$ cat src/rtl/seq_comparator.sv
`default_nettype none
// ============================================================================
// Module   : seq_comparator
// Purpose  : Multi-cycle signed/unsigned magnitude comparator. It compares one
//            CHUNK slice per cycle, MSB chunk first, and stops at the first
//            slice that differs.
// Revision : 1.0 - initial release
// ============================================================================
module seq_comparator #(
    parameter int WIDTH = 32,
    parameter int CHUNK = 8
) (
    input  logic             clk_i,
    input  logic             rst_i,
    input  logic             start_i,
    input  logic             signed_i,
    input  logic [WIDTH-1:0] a_i,
    input  logic [WIDTH-1:0] b_i,
    output logic             busy_o,
    output logic             done_o,
    output logic             lt_o,
    output logic             eq_o,
    output logic             gt_o,
    output logic [WIDTH-1:0] result_o
);

    localparam int              NCHUNK   = WIDTH / CHUNK;
    localparam int              IDXW     = (NCHUNK > 1) ? $clog2(NCHUNK) : 1;
    localparam logic [IDXW-1:0] IDX_TOP  = IDXW'(NCHUNK - 1);
    localparam logic [IDXW-1:0] IDX_ONE  = IDXW'(1);
    localparam logic [WIDTH-1:0] MSB_MASK = {1'b1, {(WIDTH-1){1'b0}}};

    typedef enum logic [1:0] {
        ST_IDLE = 2'd0,
        ST_RUN  = 2'd1,
        ST_DONE = 2'd2
    } state_t;

    state_t           state_q, state_d;
    logic [WIDTH-1:0] a_q, a_d;
    logic [WIDTH-1:0] b_q, b_d;
    logic [IDXW-1:0]  idx_q, idx_d;
    logic             lt_q, lt_d;
    logic             eq_q, eq_d;
    logic             gt_q, gt_d;

    logic [WIDTH-1:0] sign_mask;
    logic [CHUNK-1:0] a_slice;
    logic [CHUNK-1:0] b_slice;

    // Flipping the sign bit maps two's-complement order onto unsigned order.
    assign sign_mask = signed_i ? MSB_MASK : '0;
    assign a_slice   = a_q[idx_q*CHUNK +: CHUNK];
    assign b_slice   = b_q[idx_q*CHUNK +: CHUNK];

    always_comb begin
        state_d = state_q;
        a_d     = a_q;
        b_d     = b_q;
        idx_d   = idx_q;
        lt_d    = lt_q;
        eq_d    = eq_q;
        gt_d    = gt_q;
        case (state_q)
            ST_RUN: begin
                if (a_slice != b_slice) begin
                    lt_d    = (a_slice < b_slice);
                    gt_d    = (a_slice > b_slice);
                    state_d = ST_DONE;
                end else if (idx_q == '0) begin
                    eq_d    = 1'b1;
                    state_d = ST_DONE;
                end else begin
                    idx_d = idx_q - IDX_ONE;
                end
            end
            default: begin
                state_d = ST_IDLE;
                if (start_i) begin
                    a_d     = a_i ^ sign_mask;
                    b_d     = b_i ^ sign_mask;
                    idx_d   = IDX_TOP;
                    lt_d    = 1'b0;
                    eq_d    = 1'b0;
                    gt_d    = 1'b0;
                    state_d = ST_RUN;
                end
            end
        endcase
    end

    always_ff @(posedge clk_i or posedge rst_i) begin
        if (rst_i) begin
            state_q <= ST_IDLE;
            a_q     <= '0;
            b_q     <= '0;
            idx_q   <= '0;
            lt_q    <= 1'b0;
            eq_q    <= 1'b0;
            gt_q    <= 1'b0;
        end else begin
            state_q <= state_d;
            a_q     <= a_d;
            b_q     <= b_d;
            idx_q   <= idx_d;
            lt_q    <= lt_d;
            eq_q    <= eq_d;
            gt_q    <= gt_d;
        end
    end

    assign busy_o   = (state_q == ST_RUN);
    assign done_o   = (state_q == ST_DONE);
    assign lt_o     = lt_q;
    assign eq_o     = eq_q;
    assign gt_o     = gt_q;
    assign result_o = {{(WIDTH-2){1'b0}}, gt_q, lt_q};

endmodule
`default_nettype wire

$ cat config.mk
export PLATFORM = sky130hd
export DESIGN_NAME = seq_comparator
export DESIGN_NICKNAME = d
export VERILOG_FILES = /design/src/rtl/seq_comparator.sv
export SDC_FILE = /design/constraint.sdc
export NUM_CORES = 1
export LEC_CHECK = 0
export CAP_MARGIN = 25
export CORE_ASPECT_RATIO = 0.75
export CORE_MARGIN = 5
export CORE_UTILIZATION = 52
export CTS_CLUSTER_SIZE = 8
export DETAILED_ROUTE_END_ITERATION = 12
export PLACE_DENSITY = 0.95
export SLEW_MARGIN = 40
export SYNTH_ARGS = -nofsm -noshare
export SYNTH_HDL_FRONTEND = slang
export SYNTH_SLANG_ARGS = --single-unit
$ cat constraint.sdc
create_clock -name clk_i -period 4 [get_ports clk_i]
set_clock_uncertainty 0.15 [all_clocks]
set_input_delay 1 -clock clk_i [delete_from_list [all_inputs] [get_ports clk_i]]
set_output_delay 1 -clock clk_i [all_outputs]
set_load 0.03 [all_outputs]
==> metrics.yaml, run 1 <==
outcome:
  status: "finished, final reports clean"
hold_path:
  hold_class: "reg2reg"
  min_to: "b_q[6]"
  whs_path_depth: 2
  hold_start: "b_q[6]"
synthesis:
  ys_ff_latch: 71
  synthXorXnorAreaFrac_pct: 0.474
  netlist_area_um2: 3700
  synth_mux_area_share_pct: 10.8
  yosysSeqAreaShare_pct: 48.1
  yosysWarnings: 0
  synth_fa_ha_area_share_pct: 3.05
  synthCells: 386
  yosysUniqueCellTypes: 33
  synth_top_family_by_area: "simple AND/OR/NAND/NOR gates"
  syn_area_per_cell_um2: 9.58
  yosys.area_share.simple_pct: 23.8
  synth_compound_area_share_pct: 2.30
power:
  p_seq_share_pct: 41.9
  pwr_density_cell_nw_per_um2: 480
  power_switching_mw: 0.681
  p_clk_share_pct: 32.2
  netSwitchingFraction_pct: 31.0
  irDropWorstVdd_v: 0.000197
  pwr-share-comb_pct: 25.9
  leakage_nw: 2.37
  p_int_mw: 1.51
setup_path:
  worstPathArrival_ps: 1810
  start_kind: "flip-flop"
  worstPathCellList: "nand2b_4, inv_1, clkdlybuf4s50_1"
  crit_type: "reg2out"
  end_kind: "primary output"
  max_stage_delay_ps: 710
  r2r-start: "idx_q[0]"
  worst-path-max-fanout: 5
  r2r_end: "gt_o"
  r2r_cells: 7
  rrSetupSlack_ps: 1190
  crit_path_top_delay_cell: "clkdlybuf4s50_1"
  crit_required_ps: 2850
clock_tree:
  tritoncts: "built"
  h-tree-depth: 3
  clkSlewWorstSetupHoldPaths_ps: 80
  cts_sinks: 71
  cts_setup_buffers: 0
  worstSkewPairLatency_ps: 360
  cts_hold_buf: 0
  clock_path_buffers: 2
  clock_tree.root_cell: "clkbuf_8"
  cts_resized: 0
  cts_buffers: 9
layout:
  synthToLayoutAreaGrowth_pct: 23.8
  drive_above_1_share_pct: 7.84
  diodes: 0
  final_cell_mix: "nand2_1, clkdlybuf4s50_1, dfrtp_1"
  final_common_cell: "nand2_1"
  nNetsFinal: 531
  nFillCells: 478
sta:
  hold_viol_final: 0
  max_slew_margin_pct: 48.4
  worst_slew_pin_slew_ps: 774
  max_freq_mhz: 337
  setup_tns_ps: 0
  finalCriticalPeriod_ps: 2960
  final-max-slew-violation-count: 0
  rsz0062_at_grt: "no"
  layout_setup_ws_ps: 1040
  period_share_pct: 74.1
  final-setup-viol-count: 0
die:
  fp.dieArea_um2: 8910
  die_w_um: 107
  die_h_um: 83.0
  coreArea_um2: 6860
  num_rows: 26
  ios: 105
  initial_core_util_pct: 53.9
placed_design:
  place_congestion: 0.908
  dp_slack_ps: 1000
  dp_hpwl_um: 6450
  io_buffers: 74
route:
  drc: 0
  first_pass_iters: 5
  post_drt_via_cell_ratio: 5.24
  ant_nets: 0
  wl_per_cell_um: 17.3
  drtIter0Drc: 236
  wirelength_um: 9620
  vias: 2917
flow_run:
  maxCapViolCount: 0
global_route:
  grt_max_degree: 72
  grt_pass1_vias: 3096
  grt_pass1_wl_um: 15400
  overflow: 0
  grt_use_total_pct: 22.5
  antenna_found_initial: 0
==> cell type report <==
type	count	area [um2]	area share, %
flip-flops and latches	71	1780	38.9
multi-input cells	282	1610	35.2
repair buffers	78	774	16.9
clock buffers	10	138	3.01
well taps	98	123	2.68
clock inverters	6	108	2.35
inverters	12	45.0	0.984
==> metrics by stage <==
step	hold slack, ps	cells	util (%)	instance area (um2)	power, mW
after floorplan	287	415	-	3810	1.32
after global placement	301	541	62.9	4320	1.43
after detailed placement	309	541	62.9	4320	1.48
after CTS	329	557	66.5	4570	2.19
after global routing	347	557	66.7	4580	2.29
final	326	557	66.7	4580	2.20
==> power by group through the flow <==
stage | Clock, mW | Sequential [mW] | Combinational (mW)
after floorplan | 0 | 0.911 | 0.405
after global placement | 0 | 0.915 | 0.520
after detailed placement | 0 | 0.928 | 0.550
after CTS | 0.705 | 0.919 | 0.562
after global routing | 0.742 | 0.934 | 0.616
final | 0.707 | 0.920 | 0.569
==> per-layer routing <==
metal,GRT usage [%],part of all wire [%]
met5,0,0
met4,12.3,5.1
met3,6.28,8.0
met2,37.9,51
met1,25.9,36
==> worst max-delay path: cells and delay by family (launching register included) <==
| kind | cells | cell delay, ps |
|---|---|---|
| buf+inv | 2 | 890 |
| simple gates | 1 | 190 |
| flops | 1 | 390 |
==> cells in the mapped netlist (all sizes together) <==
library cell	n	area (um2)
nand4	2	33.8
dfrtp	71	1780
or2	1	6.26
xnor2	2	17.5
and3	2	12.5
nor3	3	15.0
buf	49	377
nor2b	2	12.5
a21oi	4	20.0
nand2	190	716
and2	1	6.26
clkbuf	1	3.75
conb	1	3.75
nand3	2	10.0
inv	12	45.0
o211a	1	10.0
nor4	1	21.3
a21o	2	15.0
nor2	4	15.0
a31oi	1	6.26
ha	9	113
and4	1	10.0
o21ai	6	33.8
mux4	16	398
nand2b	2	20.0
==> registers in the layout (all words and copies together) (netlist names) <==
| name | flops |
|---|---|
| idx_q | 2 |
| b_q | 32 |
| gt_o | 1 |
| lt_o | 1 |
| eq_o | 1 |
| a_q | 32 |
| state_q | 2 |
==> cell families after synthesis <==
| logic type | count (synthesis) |
|---|---|
| AO/OA/AOI/OAI | 14 |
| XOR/XNOR | 2 |
| adder cells (fa/ha/maj) | 9 |
| buffers and inverters | 62 |
| flip-flops | 71 |
| multiplexers | 16 |
| other | 1 |
| AND/OR/NAND/NOR | 211 |
==> how the worst max path moves through the flow <==
stage          startpoint        to  slack [ps]  cells past startpoint
6_report       state_q[1]    busy_o        1040                      3
5_1_grt        state_q[1]    busy_o        1010                      3
4_1_cts          idx_q[0]  idx_q[1]         950                      6
3_5_place_dp     idx_q[0]      gt_o        1000                      7
3_3_place_gp      start_i   a_q[14]        1160                      5
2_1_floorplan       rst_i    a_q[0]        1050                      1
Note: power is estimated with default switching activity, not from simulation.
==> inputs of run 2 (changes only) <==
--- a/config.mk
+++ b/config.mk
@@ -8,10 +8,10 @@
 export CAP_MARGIN = 25
 export CORE_ASPECT_RATIO = 0.75
 export CORE_MARGIN = 5
-export CORE_UTILIZATION = 52
+export CORE_UTILIZATION = 43
 export CTS_CLUSTER_SIZE = 8
 export DETAILED_ROUTE_END_ITERATION = 12
-export PLACE_DENSITY = 0.95
+export PLACE_DENSITY = 0.87
 export SLEW_MARGIN = 40
 export SYNTH_ARGS = -nofsm -noshare
 export SYNTH_HDL_FRONTEND = slang
==> constraint.sdc (replaced) <==
create_clock -name clk_i -period 2.46 [get_ports clk_i]
set_clock_uncertainty 0.15 [all_clocks]
set_input_delay 0.615 -clock clk_i [delete_from_list [all_inputs] [get_ports clk_i]]
set_output_delay 0.615 -clock clk_i [all_outputs]
set_load 0.03 [all_outputs]
==> run 2 against run 1 <==
Against the previous run:
- the flow now finishes with violations (setup timing)
- non-clock buffer count up 8
- first-iteration DRC count down 13%
- setup slack worse by 1100 ps
- routed wire length down 1.6%
- register-to-register slack worse by 1200 ps
- total power up 78%
- global-route usage down 4.6 points
- combinational power up 86%
- largest cell class unchanged
- largest power group unchanged
- highest routed layer unchanged
==> metrics.yaml, run 2 (synthesized netlist as in run 1, its figures left out) <==
outcome:
  status: "finished, violations left"
  violations: "setup timing"
route:
  dr_wl_met3_um: 669  # -14%
  wl_per_cell_um: 16.5  # -4.7%
  first_pass_iters: 5  # unchanged
  wirelength_um: 9460  # -1.6%
  drc: 0  # unchanged
  wl_met1_um: 3640  # +4.7%
  vias: 2905  # -0.41%
  ant_nets: 0  # unchanged
  top_layer: "met4"
  post_drt_via_cell_ratio: 5.05  # -3.5%
  drtIter0Drc: 206  # -13%
  wl_met2_um: 4820  # -1.0%
placed_design:
  io_buffers: 74  # unchanged
  place_congestion: 0.803  # -12%
  dp_slack_ps: 58.7  # -942 ps
  dp_hpwl_um: 6630  # +2.8%
setup_path:
  worstPathArrival_ps: 2570  # +760 ps
  worstPathCellList: "buf_6, mux4_2, ha_2, nand2_1, o21ai_0, nor2_1, a21o_1"
  crit_buf_inv: 1  # -1
  crit_required_ps: 2520  # -330 ps
  crit_path_top_delay_cell: "mux4_2"
  end_kind: "flip-flop"
  critical_path.startpoint: "idx_q[0]"
  crit_type: "reg2reg"
  max_stage_delay_ps: 530  # -180 ps
  worst-path-max-fanout: 6  # +1
  crit_family: "compound AO/OA/AOI/OAI gates"
  start_kind: "flip-flop"
  r2r-start: "idx_q[0]"
clock_tree:
  h-tree-depth: 3  # unchanged
  cts_buffers: 9  # unchanged
  cts_sinks: 71  # unchanged
  clock_tree.root_cell: "clkbuf_16"
  clkSlewWorstSetupHoldPaths_ps: 50  # -30 ps
  tritoncts: "built"
  clock_path_buffers: 2  # unchanged
  worstSkewPairLatency_ps: 330  # -30 ps
  cts_hold_buf: 0  # unchanged
global_route:
  grt_max_degree: 72  # unchanged
  grt_pass1_vias: 3058  # -1.2%
  grt_use_total_pct: 17.9  # -4.6 points
  antenna_found_initial: 0  # unchanged
  overflow: 0  # unchanged
  grt_pass1_wl_um: 14600  # -5.3%
power:
  power_mw: 3.91  # +78%
  leakage_nw: 2.43  # +2.8%
  pwr_density_cell_nw_per_um2: 805  # +68%
  irDropWorstVdd_v: 0.000408  # +110%
layout:
  diodes: 0  # unchanged
  nNetsFinal: 539  # +1.5%
  synthToLayoutAreaGrowth_pct: 31.2
  final_common_cell: "nand2_1"
  drive_above_1_share_pct: 11.1  # +3.3 points
  final_cell_mix: "nand2_1, clkdlybuf4s50_1, dfrtp_1"
  largestRegisters: "a_q (32), b_q (32)"
die:
  initial_core_util_pct: 43.9  # -9.9 points
  fp.dieArea_um2: 10600  # +19%
  num_rows: 29  # +12%
  die_w_um: 117  # +9.0%
  coreArea_um2: 8420  # +23%
  ios: 105  # unchanged
  die_h_um: 90.3  # +8.8%
sta:
  hold_viol_final: 0  # unchanged
  rsz0062_at_grt: "yes"
  finalCriticalPeriod_ps: 2510
  final-setup-viol-count: 1  # +1
  max_freq_mhz: 398
  final-max-slew-violation-count: 0  # unchanged
  period_share_pct: 102
  layout_setup_ws_ps: -51.6  # -1090 ps
flow_run:
  maxCapViolCount: 0  # unchanged
hold_path:
  hold_start: "b_q[1]"
  hold_class: "reg2reg"
==> run 2: changes by cell type in the layout (fill, tap and decap cells not counted), sizes merged <==
cell | before | now
buf | 4 | 12
inv | 12 | 11
clkdlybuf4s50 | 74 | 73
clkbuf | 10 | 12
dlygate4sd2 | 0 | 1
bufinv | 3 | 2
==> run 2: metal layers <==
metal	global-route usage, %	vias to the layer above
li1	-	1326
met1	21.6	1394
met2	29.9	146
met3	4.89	39
met4	7.74	0
met5	0	-
==> run 2: area by class of cell <==
class	count	area, um2
clock inverters	4	70.1
repair buffers	86	866
well taps	108	135
clock buffers	12	236
fillers	672	3570
multi-input cells	282	1720
flip-flops and latches	71	1780
inverters	12	48.8
==> run 2: worst min-delay path: stages (launching register included) <==
cell     delay (ps)
dfrtp_1         330
nand2_1          50
nand2_1          50
==> run 2: worst paths after layout <==
check / to / slack, ps / cells past startpoint
max in group asynchronous: lt_o / 1280 / 3
hold / removal: b_q[1] / 320 / 2
setup / recovery: lt_o / -50 / 7
setup reg to reg: lt_o / -50 / 7
min in group asynchronous: b_q[24] / 590 / 3
hold reg to reg: b_q[1] / 320 / 2
==> run 2: metrics by stage <==
step	utilization [%]	instance area [um2]	TNS [ps]	cells	hold WS [ps]
after floorplan	-	3810	0	415	287
after global placement	52.4	4410	0	558	301
after detailed placement	52.4	4410	0	558	305
after CTS	56.1	4720	0	574	318
after global routing	57.6	4850	-240	575	346
final	57.6	4850	-51.6	575	319
==> run 2: repair_timing <==
item,CTS,global route
resized for setup,1,19
buffers inserted,0,1
setup endpoints to repair,1,5
pin swaps,0,3
gates cloned,0,0
hold endpoints to repair,0,0
==> run 2: where the power goes <==
group          internal, mW  leakage (nW)  switching (mW)
combinational         0.482          1.42           0.574
sequential             1.37         0.866           0.129
clock                 0.885         0.151           0.467
total                  2.74          2.43            1.17
==> inputs of run 3 (changes only) <==
--- a/config.mk
+++ b/config.mk
@@ -6,7 +6,6 @@
 export NUM_CORES = 1
 export LEC_CHECK = 0
 export CAP_MARGIN = 25
-export CORE_ASPECT_RATIO = 0.75
 export CORE_MARGIN = 5
 export CORE_UTILIZATION = 43
 export CTS_CLUSTER_SIZE = 8
==> run 3 against run 2 <==
Against the previous run:
- the run now ends clean
- sequential share of layout area increased by 0.59 points
- flip-flop and latch count unchanged
- routed wire length fell by 6.0%
- combinational power shrank 5%
- largest power group unchanged
- maximum frequency up 3.2%
- design area decreased by 1.5%
- total power fell by 5.1%
- die area shrank 0.19%
- clock power down 11%
- worst hold slack gained 5.0 ps
- cell count down 0.70%
- via count decreased by 3.0%
==> metrics.yaml, run 3 (synthesized netlist as in run 1, its figures left out) <==
route:
  post_drt_via_cell_ratio: 4.93  # -2.3%
  wirelength_um: 8900  # -6.0%
  drc: 0  # unchanged
  first_pass_iters: 4  # -1
  vias: 2817  # -3.0%
  wl_per_cell_um: 15.6  # -5.3%
  drtIter0Drc: 259  # +26%
  ant_nets: 0  # unchanged
clock_tree:
  clkSlewWorstSetupHoldPaths_ps: 70  # +20 ps
  clock_path_buffers: 2  # unchanged
  cts_sinks: 71  # unchanged
  cts_buffers: 9  # unchanged
  clock_tree.root_cell: "clkbuf_8"
  tritoncts: "built"
  worstSkewPairLatency_ps: 350  # +20 ps
  h-tree-depth: 3  # unchanged
global_route:
  gr-usage-met2_pct: 28.2  # -1.7 points
  antenna_found_initial: 0  # unchanged
  grt_pass1_wl_um: 13500  # -7.8%
  grt_use_met1_pct: 20.3  # -1.3 points
  grt_max_degree: 72  # unchanged
  use_met3_pct: 4.06  # -0.83 points
  grt_busiest_layer: "met2"
  overflow: 0  # unchanged
  grt_use_total_pct: 16.7  # -1.3 points
  grt_pass1_vias: 2870  # -6.1%
setup_path:
  crit_family: "simple AND/OR/NAND/NOR gates"
  worstPathArrival_ps: 2550  # -20 ps
  end_kind: "flip-flop"
  crit_buf_inv: 1  # unchanged
  worst-path-max-fanout: 7  # +1
  start_kind: "flip-flop"
  crit_path_top_delay_cell: "mux4_2"
  crit_required_ps: 2580  # +60 ps
  worstPathCellList: "buf_8, mux4_2, ha_4, nand4_4, nor4_4, nor3_1, a21oi_1"
  crit_type: "reg2reg"
  max_stage_delay_ps: 570  # +40 ps
power:
  leakage_nw: 2.41  # -1.0%
  pwr_density_cell_nw_per_um2: 776  # -3.6%
  irDropWorstVdd_v: 0.000502  # +23%
outcome:
  status: "finished, final reports clean"
layout:
  nNetsFinal: 539  # unchanged
  largestRegisters: "a_q (32), b_q (32)"
  final_cell_mix: "nand2_1, clkdlybuf4s50_1, dfrtp_1"
  nFillCells: 667  # -0.74%
  drive_above_1_share_pct: 11.4  # +0.24 points
  synthToLayoutAreaGrowth_pct: 29.2
  diodes: 0  # unchanged
  final_common_cell: "nand2_1"
  fin_cells: 571  # -0.70%
placed_design:
  place_congestion: 0.827  # +3.0%
  dp_hpwl_um: 6200  # -6.5%
  io_buffers: 74  # unchanged
  dp_cells: 553  # -0.90%
die:
  die_w_um: 103  # -12%
  die_h_um: 103  # +14%
  ios: 105  # unchanged
  fp.dieArea_um2: 10600  # -0.19%
  initial_core_util_pct: 44.5  # +0.63 points
  num_rows: 33  # +14%
  coreArea_um2: 8300  # -1.4%
sta:
  rsz0062_at_grt: "yes"
  period_share_pct: 99.0  # -3.1 points
  final-max-slew-violation-count: 0  # unchanged
  final-setup-viol-count: 0  # -1
  hold_viol_final: 0  # unchanged
  finalCriticalPeriod_ps: 2430  # -77.4 ps
  holdWs_ps: 324  # +5.00 ps
  setup_tns_ps: 0  # +51.6 ps
  max_freq_mhz: 411  # +3.2%
flow_run:
  maxCapViolCount: 0  # unchanged
hold_path:
  hold_class: "reg2reg"
-- run 3: cell count changes in the layout (fill, tap and decap cells not counted), moves of 2 or more --
cell and delta:
buf_6 -3, ha_4 -2, mux4_1 -3, nor3_2 -2, mux4_2 +3, clkbuf_16 -8
bufinv_16 +2, buf_8 +2, clkbuf_1 -3, ha_1 +3, nor3_1 +2, clkbuf_8 +9
-- run 3: area by class of cell --
type	count	area, um2	area share, %
multi-input cells	282	1660	34.8
well taps	105	131	2.75
flip-flops and latches	71	1780	37.2
clock inverters	6	134	2.80
repair buffers	86	900	18.8
clock buffers	9	124	2.59
inverters	12	48.8	1.02
-- run 3: power by group --
part | internal, mW | switching (mW) | total [mW]
Combinational | 0.468 | 0.544 | 1.01
Clock | 0.770 | 0.433 | 1.20
Sequential | 1.37 | 0.125 | 1.49
-- run 3: metal layers --
metal	part of all wire, %	vias to the layer above
met5	0	-
met4	2.9	0
met3	5.7	18
met2	52	116
met1	39	1355
li1	-	1328
-- run 3: path summary, 6_finish.rpt --
check	start	cells after the start	slack [ps]	to
min in group asynchronous	rst_i	3	570	a_q[16]
hold / removal	a_q[8]	2	320	a_q[8]
setup reg to reg	idx_q[0]	7	30	idx_q[1]
max in group asynchronous	rst_i	3	1290	idx_q[0]
hold reg to reg	a_q[8]	2	320	a_q[8]
setup / recovery	idx_q[0]	7	30	idx_q[1]
-- run 3: tightest hold or removal path, stage by stage, from the launching register on --
cell     delay [ps]
dfrtp_1         340
nand2_1          50
nand2_1          50
-- run 3: repair_timing --
| item | 4_1_cts | 5_1_grt |
|---|---|---|
| hold buffers | 0 | 0 |
| hold endpoints to repair | 0 | 0 |
| gates cloned | 0 | 1 |
| setup endpoints to repair | 2 | 6 |
| gates resized for setup | 3 | 16 |
| setup buffers | 0 | 2 |
| pin swaps | 1 | 4 |
-- run 3: per-stage QoR --
stage                     instance area [um2]  worst slack [ps]  util (%)  power, mW
after detailed placement                 4410              22.9      53.1       2.41
final                                    4780              25.8      57.6       3.71
after CTS                                4670              5.10      56.3       3.63
after global placement                   4410               139      53.1       2.36
after floorplan                          3810               190         -       2.14
after global routing                     4780             -70.8      57.6       3.89
